===== config.mk =====
export PLATFORM = sky130hd
export DESIGN_NAME = uart_tx_engine_flat
export DESIGN_NICKNAME = d
export VERILOG_FILES = /design/src/rtl/uart_tx_engine_if.sv /design/src/rtl/uart_tx_engine.sv /design/src/flat_wrapper.sv
export SDC_FILE = /design/constraint.sdc
export NUM_CORES = 1
export LEC_CHECK = 0
export ABC_AREA = 1
export ABC_CLOCK_PERIOD_IN_PS = 3300
export CORE_ASPECT_RATIO = 1.4
export CORE_MARGIN = 2
export CORE_UTILIZATION = 45
export CTS_CLUSTER_DIAMETER = 60
export DETAILED_ROUTE_END_ITERATION = 12
export GPL_TIMING_DRIVEN = 1
export PLACE_DENSITY = 0.69
export SYNTH_ARGS = -nofsm -noshare
export SYNTH_HDL_FRONTEND = slang
export SYNTH_SLANG_ARGS = --single-unit

===== constraint.sdc =====
create_clock -name clk -period 3.3 [get_ports clk]
set_input_delay 0.66 -clock clk [delete_from_list [all_inputs] [get_ports clk]]
set_output_delay 0.66 -clock clk [all_outputs]
set_load 0.03 [all_outputs]

===== src/rtl/uart_tx_engine_if.sv =====
// FIFO read port between the TX-path FIFO and the UART transmit engine.
// The engine is the master: it watches empty/head data and issues the pop strobe.
interface uart_tx_engine_if #(
    parameter int DATA_WIDTH = 8
);
    logic                  fifo_empty;
    logic [DATA_WIDTH-1:0] fifo_r_data;
    logic                  fifo_rd;

    modport master (input fifo_empty, input fifo_r_data, output fifo_rd);
    modport slave  (output fifo_empty, output fifo_r_data, input fifo_rd);
endinterface


===== src/rtl/uart_tx_engine.sv =====
// UART transmit engine: pops one word from the TX FIFO when idle and serialises it
// as start bit, DATA_WIDTH data bits LSB first and an SB_TICK-long stop period.
module uart_tx_engine #(
    parameter int DATA_WIDTH = 8,
    parameter int SB_TICK    = 16
) (
    input  logic             clk,
    input  logic             reset,
    input  logic             s_tick,
    uart_tx_engine_if.master fifo,
    output logic             tx,
    output logic             tx_busy,
    output logic             tx_done_tick
);
    localparam int            NW        = (DATA_WIDTH > 1) ? $clog2(DATA_WIDTH) : 1;
    localparam logic [4:0]    BIT_LAST  = 5'd15;
    localparam logic [4:0]    STOP_LAST = 5'(SB_TICK - 1);
    localparam logic [NW-1:0] N_LAST    = NW'(DATA_WIDTH - 1);

    typedef enum logic [1:0] {
        IDLE  = 2'd0,
        START = 2'd1,
        DATA  = 2'd2,
        STOP  = 2'd3
    } state_e;

    state_e                state_q, state_d;
    logic [4:0]            s_cnt_q, s_cnt_d;
    logic [NW-1:0]         n_cnt_q, n_cnt_d;
    logic [DATA_WIDTH-1:0] b_reg_q, b_reg_d;
    logic                  tx_q, tx_d;
    logic                  rd;
    logic                  done;

    always_ff @(posedge clk) begin
        // NOTE: non-blocking assignments so every flop updates from pre-edge values.
        if (reset) begin
            state_q <= IDLE;
            s_cnt_q <= '0;
            n_cnt_q <= '0;
            b_reg_q <= '0;
            tx_q    <= 1'b1;
        end else begin
            state_q <= state_d;
            s_cnt_q <= s_cnt_d;
            n_cnt_q <= n_cnt_d;
            b_reg_q <= b_reg_d;
            tx_q    <= tx_d;
        end
    end

    always_comb begin
        // NOTE: every output gets a default first, so no path can infer a latch.
        state_d = state_q;
        s_cnt_d = s_cnt_q;
        n_cnt_d = n_cnt_q;
        b_reg_d = b_reg_q;
        rd      = 1'b0;
        done    = 1'b0;

        case (state_q)
            IDLE: begin
                // A tick coinciding with the pop is deliberately not counted.
                if (!fifo.fifo_empty && !reset) begin
                    rd      = 1'b1;
                    b_reg_d = fifo.fifo_r_data;
                    s_cnt_d = '0;
                    state_d = START;
                end
            end
            START: begin
                if (s_tick) begin
                    if (s_cnt_q == BIT_LAST) begin
                        s_cnt_d = '0;
                        n_cnt_d = '0;
                        state_d = DATA;
                    end else begin
                        s_cnt_d = s_cnt_q + 5'd1;
                    end
                end
            end
            DATA: begin
                if (s_tick) begin
                    if (s_cnt_q == BIT_LAST) begin
                        s_cnt_d = '0;
                        b_reg_d = b_reg_q >> 1;
                        if (n_cnt_q == N_LAST) begin
                            state_d = STOP;
                        end else begin
                            n_cnt_d = n_cnt_q + NW'(1);
                        end
                    end else begin
                        s_cnt_d = s_cnt_q + 5'd1;
                    end
                end
            end
            STOP: begin
                if (s_tick) begin
                    if (s_cnt_q == STOP_LAST) begin
                        done    = 1'b1;
                        state_d = IDLE;
                    end else begin
                        s_cnt_d = s_cnt_q + 5'd1;
                    end
                end
            end
            default: state_d = IDLE;
        endcase

        // The line level is registered, so it follows the state being entered.
        tx_d = 1'b1;
        case (state_d)
            START:   tx_d = 1'b0;
            DATA:    tx_d = b_reg_d[0];
            default: tx_d = 1'b1;
        endcase
    end

    assign fifo.fifo_rd  = rd;
    assign tx            = tx_q;
    assign tx_busy       = (state_q != IDLE);
    assign tx_done_tick  = done;
endmodule


===== src/flat_wrapper.sv =====
// flat-port wrapper written by rule: the top's interface ports become plain ports
module uart_tx_engine_flat 
#(
    parameter int DATA_WIDTH = 8,
    parameter int SB_TICK    = 16
)
  (clk, reset, s_tick, tx, tx_busy, tx_done_tick, fifo_fifo_empty, fifo_fifo_r_data, fifo_fifo_rd);
  uart_tx_engine_if #(.DATA_WIDTH(DATA_WIDTH)) fifo_i ();
  input  logic clk;
  input  logic reset;
  input  logic s_tick;
  output logic tx;
  output logic tx_busy;
  output logic tx_done_tick;
  input wire logic [$bits(fifo_i.fifo_empty)-1:0] fifo_fifo_empty;
  input wire logic [$bits(fifo_i.fifo_r_data)-1:0] fifo_fifo_r_data;
  output wire logic [$bits(fifo_i.fifo_rd)-1:0] fifo_fifo_rd;
  assign fifo_i.fifo_empty = fifo_fifo_empty;
  assign fifo_i.fifo_r_data = fifo_fifo_r_data;
  assign fifo_fifo_rd = fifo_i.fifo_rd;
  uart_tx_engine #(.DATA_WIDTH(DATA_WIDTH), .SB_TICK(SB_TICK)) u_core (.clk(clk), .reset(reset), .s_tick(s_tick), .fifo(fifo_i), .tx(tx), .tx_busy(tx_busy), .tx_done_tick(tx_done_tick));
endmodule

**Yosys cells after proc, flatten, opt, wreduce, memory -nomap -nowiden**

Cells that the tools add are included.

- Logic and storage cells: 66
- Register bits: 19
- Output and inout port bits: 4

- $add $sub $neg: 2
- Eq/ne operators: 16
- Reduce and logical (&&, ||, !) cells: 11
- Mux-type cells: 31

Operators with widths:

| kind | count |
|---|---|
| $mux W5 | 5 |
| $mux W8 | 3 |
| $mux W2 | 8 |
| $pmux W8 S2 | 1 |
| $mux W3 | 5 |
| $pmux W5 S3 | 1 |
| $ne A2 B2 Y1 const B | 5 |
| $ne A2 B1 Y1 const B | 4 |
| $pmux W2 S4 | 1 |
| $reduce_and A4 Y1 | 2 |
| $eq A2 B2 Y1 const B | 3 |
| $pmux W3 S2 | 1 |
| $reduce_and A6 Y1 | 1 |
| $reduce_bool A2 Y1 | 3 |
| $add A5 B1 Y5 const B | 1 |
| $eq A5 B4 Y1 const B | 1 |
| $mux W1 | 5 |
| $eq A2 B1 Y1 const B | 2 |
| $add A3 B1 Y3 const B | 1 |
| $eq A3 B3 Y1 const B | 1 |
| $logic_not A1 Y1 | 2 |
| $logic_not A2 Y1 | 1 |
| $pmux W1 S2 | 1 |
| $reduce_or A2 Y1 | 1 |
| $logic_and A1 B1 Y1 | 1 |

**Logic depth before layout (Yosys ltp)**

Gate-level depths: netlist of run 1.

- Depth after elaboration: 7
- Depth in mapped cells: 12

**Worst setup path before layout of run 1**

OpenSTA, ideal clock, no wires.

- Kind: register to output
- From: reg u_core.s_cnt_q[0]
- To: out tx_done_tick
- Setup slack: 1238 ps
- Data arrival time: 1402 ps
- Stages on the path, launching flop included: 7
- Cell sequence: dfxtp_1 ha_1 nand2_1 nor2_1 ha_1 nand2_1 nor2_1

- Longest elaborated chain between the ends: 4

RTL lines:

| what | RTL line | source |
|---|---|---|
| start: declaration | uart_tx_engine.sv:28 | `logic [4:0] s_cnt_q, s_cnt_d;` |
| start signal: assignment | uart_tx_engine.sv:45 | `s_cnt_q <= s_cnt_d;` |
| $eq A5 B4 Y1 | uart_tx_engine.sv:99 | `if (s_cnt_q == STOP_LAST) begin` |
| $mux W1 | uart_tx_engine.sv:99 |  |
| $mux W1 | uart_tx_engine.sv:98 | `if (s_tick) begin` |
| $mux W1 | uart_tx_engine.sv:61 | `case (state_q)` |
| end: declaration | flat_wrapper.sv:14 | `output logic tx_done_tick;` |

No other way between the ends.

**Worst setup path after layout of run 1**

Ends and elaborated chain as after synthesis.

==> results of run 1 <==
## cells in the mapped netlist
library cell,instances
nand2_1,51
inv_1,21
dfxtp_1,19
nor2_1,17
a21oi_1,12
ha_1,10
o21ai_0,9
nand3_1,8
a211oi_1,3
nor2_2,2
o21ai_1,2
a21boi_2,1
a31oi_1,1
buf_2,1
buf_6,1
inv_2,1
nand3_2,1
nand3b_1,1
nor3_4,1
o21ai_4,1
xor2_1,1
## stage by stage
stage | instance area [µm²] | hold slack [ns] | instances | utilization | setup WS (ns)
CTS | 1350 | 0.464 | 217 | 0.563 | 0.410
finish | 1350 | 0.460 | 217 | 0.563 | 0.402
floorplan | 1130 | 0.431 | 164 | - | 1.24
global route | 1350 | 0.493 | 217 | 0.563 | 0.239
global placement | 1320 | 0.444 | 213 | 0.551 | 0.532
detailed placement | 1320 | 0.448 | 213 | 0.551 | 0.529
## routing by layer
| layer | vias up | global-route usage |
|---|---|---|
| li1 | 563 | - |
| met1 | 481 | 0.206 |
| met2 | 18 | 0.319 |
| met3 | 5 | 0.0172 |
| met4 | 0 | 0.0714 |
| met5 | - | 0 |
## registers in the layout, summed over array words and instances, names as in the netlist
signal,count
u_core.b_reg_q,8
u_core.n_cnt_q,3
u_core.s_cnt_q,5
u_core.state_q,2
u_core.tx,1
## worst max-delay path by stage
stage	startpoint	endpoint	slack, ns	cells past startpoint
floorplan	u_core.s_cnt_q[0]	tx_done_tick	1.24	6
global placement	fifo_fifo_empty	fifo_fifo_rd	0.53	3
detailed placement	fifo_fifo_empty	fifo_fifo_rd	0.53	3
CTS	u_core.s_cnt_q[0]	tx_done_tick	0.41	7
global route	u_core.s_cnt_q[0]	tx_done_tick	0.24	7
finish	u_core.s_cnt_q[0]	tx_done_tick	0.40	7
## cells by family (layout without fill, tap and decap cells)
kind of cell	after synthesis	in the layout	synth area share
and+or+nand+nor	81	81	0.303
AOI/OAI and AO/OA	29	29	0.152
buffers and inverters	24	43	0.0878
DFF	19	19	0.338
adders and majority gates	10	10	0.111
xor gates and xnor gates	1	1	0.00778
## power breakdown
part | switching [mW] | internal [mW]
Combinational | 0.0733 | 0.0485
Sequential | 0.00654 | 0.243
Clock | 0.0734 | 0.0452
Total | 0.153 | 0.337
## worst reg2reg max path: cells and delay by family, from the launching register on
kind / cells / cell delay (ns)
and+or+nand+nor: 6 / 0.75
DFF: 1 / 0.40
adders and majority gates: 2 / 0.39
buffers and inverters: 1 / 0.20
AOI/OAI and AO/OA: 1 / 0.12
## layout make-up
type / count / share of cell area
clock inverters: 1 / 0.00372
multi-input cells: 121 / 0.481
clock buffers: 3 / 0.0167
well taps: 34 / 0.0316
repair buffers: 17 / 0.123
inverters: 22 / 0.0614
flip-flops and latches: 19 / 0.283
==> summary.txt, run 1 <==
status: finished, final reports clean
fin crit share: 0.878
CP max-delay cell: clkdlybuf4s50_1
share of post-route cells with drive strength above 1: 0.0710
total global routing overflow: 0
Final min period: 2.90 ns
CTS Root Cell: clkbuf_4
WL final: 2.36 mm
vias: 1067
reg2reg setup slack: 1.38 ns
first-pass GRT wire length: 4.00 mm
Total GRT Usage: 0.180
hold depth: 2
synthesis-stage register bit count: 19
Avg Synthesized Cell Area: 6.87 µm²
number of global-route vias before repair: 1021
final slew viol count: 0
Hold Path End: u_core.b_reg_q[5]
Top delay family on crit path: buffers and inverters
crit path max fanout: 4
Worst path max stage delay: 0.67 ns
Resize count post-CTS: 0
RSZ-0062 raised after global routing: no
most frequent cells in the layout: nand2_1, inv_1, dfxtp_1
Fillers: 235
Initial Util: 0.471
cts bufs inserted: 3
worst clock skew: 0.00152 ns
Cell Chain, Critical Path: ha_1 > nand2_1 > nor2_1 > ha_1 > nand2_1 > nor2_1 > clkdlybuf4s50_1
CP Capture Type: primary output
post-synth cell types: 21
area occupied by multi-input gates: 647 µm²
Syn Nets: 186
Slew headroom: 0.796
CTS tree: built
site row count: 21
post-DP HPWL: 1.92 mm
Yosys top cell area share: 0.338
HP Class: flop to flop
Syn Inst Count: 164
vias per std cell: 4.92
die width: 46.3 µm
DR pass1 iterations: 4
H-tree depth: 1
PortBufs: 15
sequential area share after synthesis: 0.338
Metal-1 WL: 1.02 mm
Cell Pwr Density: 365 nW/µm²
Critical path buffers and inverters: 1
Tot Pwr: 0.490 mW
n_diodes: 0
Worst-path clk slew: 0.11 ns
Setup CP Type: flop to primary output
clock buffer depth: 2
CTS Hold Buffers Added: 0
die area: 2920 µm²
Fin. Hold Viols: 0
max_cap viols: 0
initial antenna violation count: 0
core outline area: 2390 µm²
type of origin of the critical path: flop
Residual DRC: 0
Reg2Reg Depth: 10
max layer used: met4
most common cell after layout, fill and taps aside: nand2_1
Ys Warns: 0
register area: 380 µm²
largest net degree at the start of global routing: 12
clk sink count: 19
drt initial violations: 19
Required @ worst endpoint: 2.64 ns
clk_lat worst skew: 0.30 ns
Area growth, synth to finish: 19.4%
final setup vio count: 0
worst r2r src: u_core.s_cnt_q[0]
Leak: 0.589 nW
f_max: 345 MHz
top post-synthesis cells by area: dfxtp_1, nand2_1, ha_1
WL/cell: 10.9 µm
met2 WL: 1.24 mm
Max VDD drop: 0.199 mV
Placer Congestion: 0.783
I/O pin count: 16
Final #Nets: 206
DR WL met3: 65 µm
Hold Path Origin: u_core.b_reg_q[5]
Antenna Nets Post-Route: 0
Arrival @ worst endpoint: 2.24 ns
Die Span Y: 63.2 µm
Worst R2R End: u_core.b_reg_q[7]
Yosys top cell by area: dfxtp_1
setup TNS: 0 ns
Slew @ Worst Pin: 0.306 ns
Setup Buffers After CTS: 0
Post-Synthesis Cell Area: 1130 µm²
No activity file was read; power rests on OpenSTA's default activity.
==> run 2, diff against run 1 <==
Settings changed: SLEW_MARGIN from default to 30.
==> results of run 2 <==
No change in the layout: final DEF, timing and power equal those of run 1.
==> run 3, diff against run 2 <==
Settings changed: CORE_ASPECT_RATIO 1.4 to 0.9.
==> run 3 against run 2 <==
Against the previous run:
- routed wire length down 3.6%
- combinational power about the same
- first-iteration DRC count down 5.3%
- highest routed layer unchanged
==> summary.txt, run 3 (synthesis gave the netlist of run 1 again) <==
status: finished, final reports clean (unchanged)
Initial Util: 0.469 (was 0.471)
max_cap viols: 0 (unchanged)
max layer used: met4 (unchanged)
fin crit share: 0.868 (was 0.878)
share of post-route cells with drive strength above 1: 0.0656 (was 0.0710)
H-tree depth: 1 (unchanged)
clock buffer depth: 2 (unchanged)
Fin. Hold Viols: 0 (unchanged)
Cell Chain, Critical Path: ha_1 > nand2_1 > nor2_1 > ha_1 > nand2_1 > nor2_1 > clkdlybuf4s50_1 (unchanged)
Final min period: 2.87 ns (was 2.90 ns)
Die Span Y: 51.5 µm (was 63.2 µm)
Total GRT Usage: 0.179 (was 0.180)
cts bufs inserted: 3 (unchanged)
largest reg by FF count: u_core.b_reg_q (unchanged)
Antenna Nets Post-Route: 0 (unchanged)
vias: 1037 (was 1067)
Worst path max stage delay: 0.68 ns (was 0.67 ns)
pre-CTS WS: 0.487 ns (was 0.529 ns)
DR pass1 iterations: 4 (unchanged)
core outline area: 2400 µm² (was 2390 µm²)
clk sink count: 19 (unchanged)
PortBufs: 15 (unchanged)
CTS Root Cell: clkbuf_4 (unchanged)
f_max: 349 MHz (was 345 MHz)
post-DP HPWL: 1.82 mm (was 1.92 mm)
crit path max fanout: 4 (unchanged)
final setup vio count: 0 (unchanged)
total global routing overflow: 0 (unchanged)
setup TNS: 0 ns (unchanged)
Cell Pwr Density: 364 nW/µm² (was 365 nW/µm²)
Final #Nets: 206 (unchanged)
Top delay family on crit path: buffers and inverters (unchanged)
site row count: 17 (was 21)
Slew @ Worst Pin: 0.308 ns (was 0.306 ns)
Metal-1 WL: 1.08 mm (was 1.02 mm)
Area growth, synth to finish: 18.7% (was 19.4%)
CP max-delay cell: clkdlybuf4s50_1 (unchanged)
Largest register FFs: 8 (unchanged)
CTS tree: built (unchanged)
Slew headroom: 0.794 (was 0.796)
CP Capture Type: primary output (unchanged)
die width: 56.7 µm (was 46.3 µm)
Resize count post-CTS: 0 (unchanged)
biggest regs: u_core.b_reg_q x8, u_core.s_cnt_q x5, u_core.n_cnt_q x3 (unchanged)
Critical path buffers and inverters: 1 (unchanged)
Max VDD drop: 0.343 mV (was 0.199 mV)
WL final: 2.28 mm (was 2.36 mm)
drt initial violations: 18 (was 19)
PnR worst setup slack: 0.434 ns (was 0.402 ns)
Setup Buffers After CTS: 0 (unchanged)
most frequent cells in the layout: nand2_1, inv_1, dfxtp_1 (unchanged)
initial antenna violation count: 0 (unchanged)
clk_lat worst skew: 0.30 ns (about the same)
number of global-route vias before repair: 995 (was 1021)
CTS Hold Buffers Added: 0 (unchanged)
DR WL met3: 86 µm (was 65 µm)
final core occ: 0.556 (was 0.563)
Leak: 0.586 nW (was 0.589 nW)
type of origin of the critical path: flop (unchanged)
Placer Congestion: 0.823 (was 0.783)
vias per std cell: 4.91 (was 4.92)
n_diodes: 0 (unchanged)
met2 WL: 1.09 mm (was 1.24 mm)
worst clock skew: 0.00387 ns (was 0.00152 ns)
first-pass GRT wire length: 4.05 mm (was 4.00 mm)
final slew viol count: 0 (unchanged)
WL/cell: 10.8 µm (was 10.9 µm)
Worst-path clk slew: 0.10 ns (was 0.11 ns)
RSZ-0062 raised after global routing: no (unchanged)
I/O pin count: 16 (unchanged)
Setup CP Type: flop to primary output (unchanged)
Residual DRC: 0 (unchanged)
most common cell after layout, fill and taps aside: nand2_1 (unchanged)
HP Class: flop to flop (unchanged)
die area: 2920 µm² (about the same)
Required @ worst endpoint: 2.64 ns (about the same)
largest net degree at the start of global routing: 12 (unchanged)
Fillers: 250 (was 235)
Arrival @ worst endpoint: 2.21 ns (was 2.24 ns)
[run 3: cell types whose count changed in the layout (fill, tap and decap cells not counted)]
cell,previous run,this run
clkinv_2,1,0
clkbuf_1,0,1
[run 3: path summary, 6_finish.rpt]
path	from	to	slack [ns]	depth (start not counted)
worst max-delay path	u_core.s_cnt_q[0]	tx_done_tick	0.43	7
worst min register to register	u_core.b_reg_q[1]	u_core.b_reg_q[1]	0.47	2
worst min-delay path	u_core.b_reg_q[1]	u_core.b_reg_q[1]	0.47	2
worst max register to register	u_core.s_cnt_q[0]	u_core.b_reg_q[7]	1.42	10
[run 3: tightest hold or removal path: stages, from the launching register on]
cell     delay (ns)
dfxtp_1        0.32
nand2_1        0.06
a21oi_1        0.05
[run 3: layout make-up]
cell class / count / area [µm²] / share of cell area
clock buffer: 4 / 26.3 / 0.0197
sequential: 19 / 380 / 0.285
tap: 28 / 35.0 / 0.0262
inverter: 22 / 82.6 / 0.0618
multi-input combinational: 121 / 647 / 0.484
timing repair buffer: 17 / 165 / 0.124
[run 3: layer usage]
metal | track usage | vias up
met4 | 0.0659 | 0
met2 | 0.312 | 16
met3 | 0.0532 | 4
li1 | - | 558
met1 | 0.209 | 459
met5 | 0 | -
[run 3: power by group]
group          switching [mW]  leakage, nW  internal (mW)
Clock                  0.0679       0.0150         0.0471
Combinational          0.0723        0.416         0.0483
Sequential            0.00723        0.155          0.243
[run 3: stage by stage]
stage	area (µm²)	power [mW]	hold WS [ns]	instances
2_1_floorplan	1130	0.333	0.431	164
3_3_place_gp	1310	0.374	0.452	207
3_5_place_dp	1310	0.376	0.456	207
4_1_cts	1340	0.493	0.472	211
5_1_grt	1340	0.521	0.490	211
6_report	1340	0.486	0.469	211
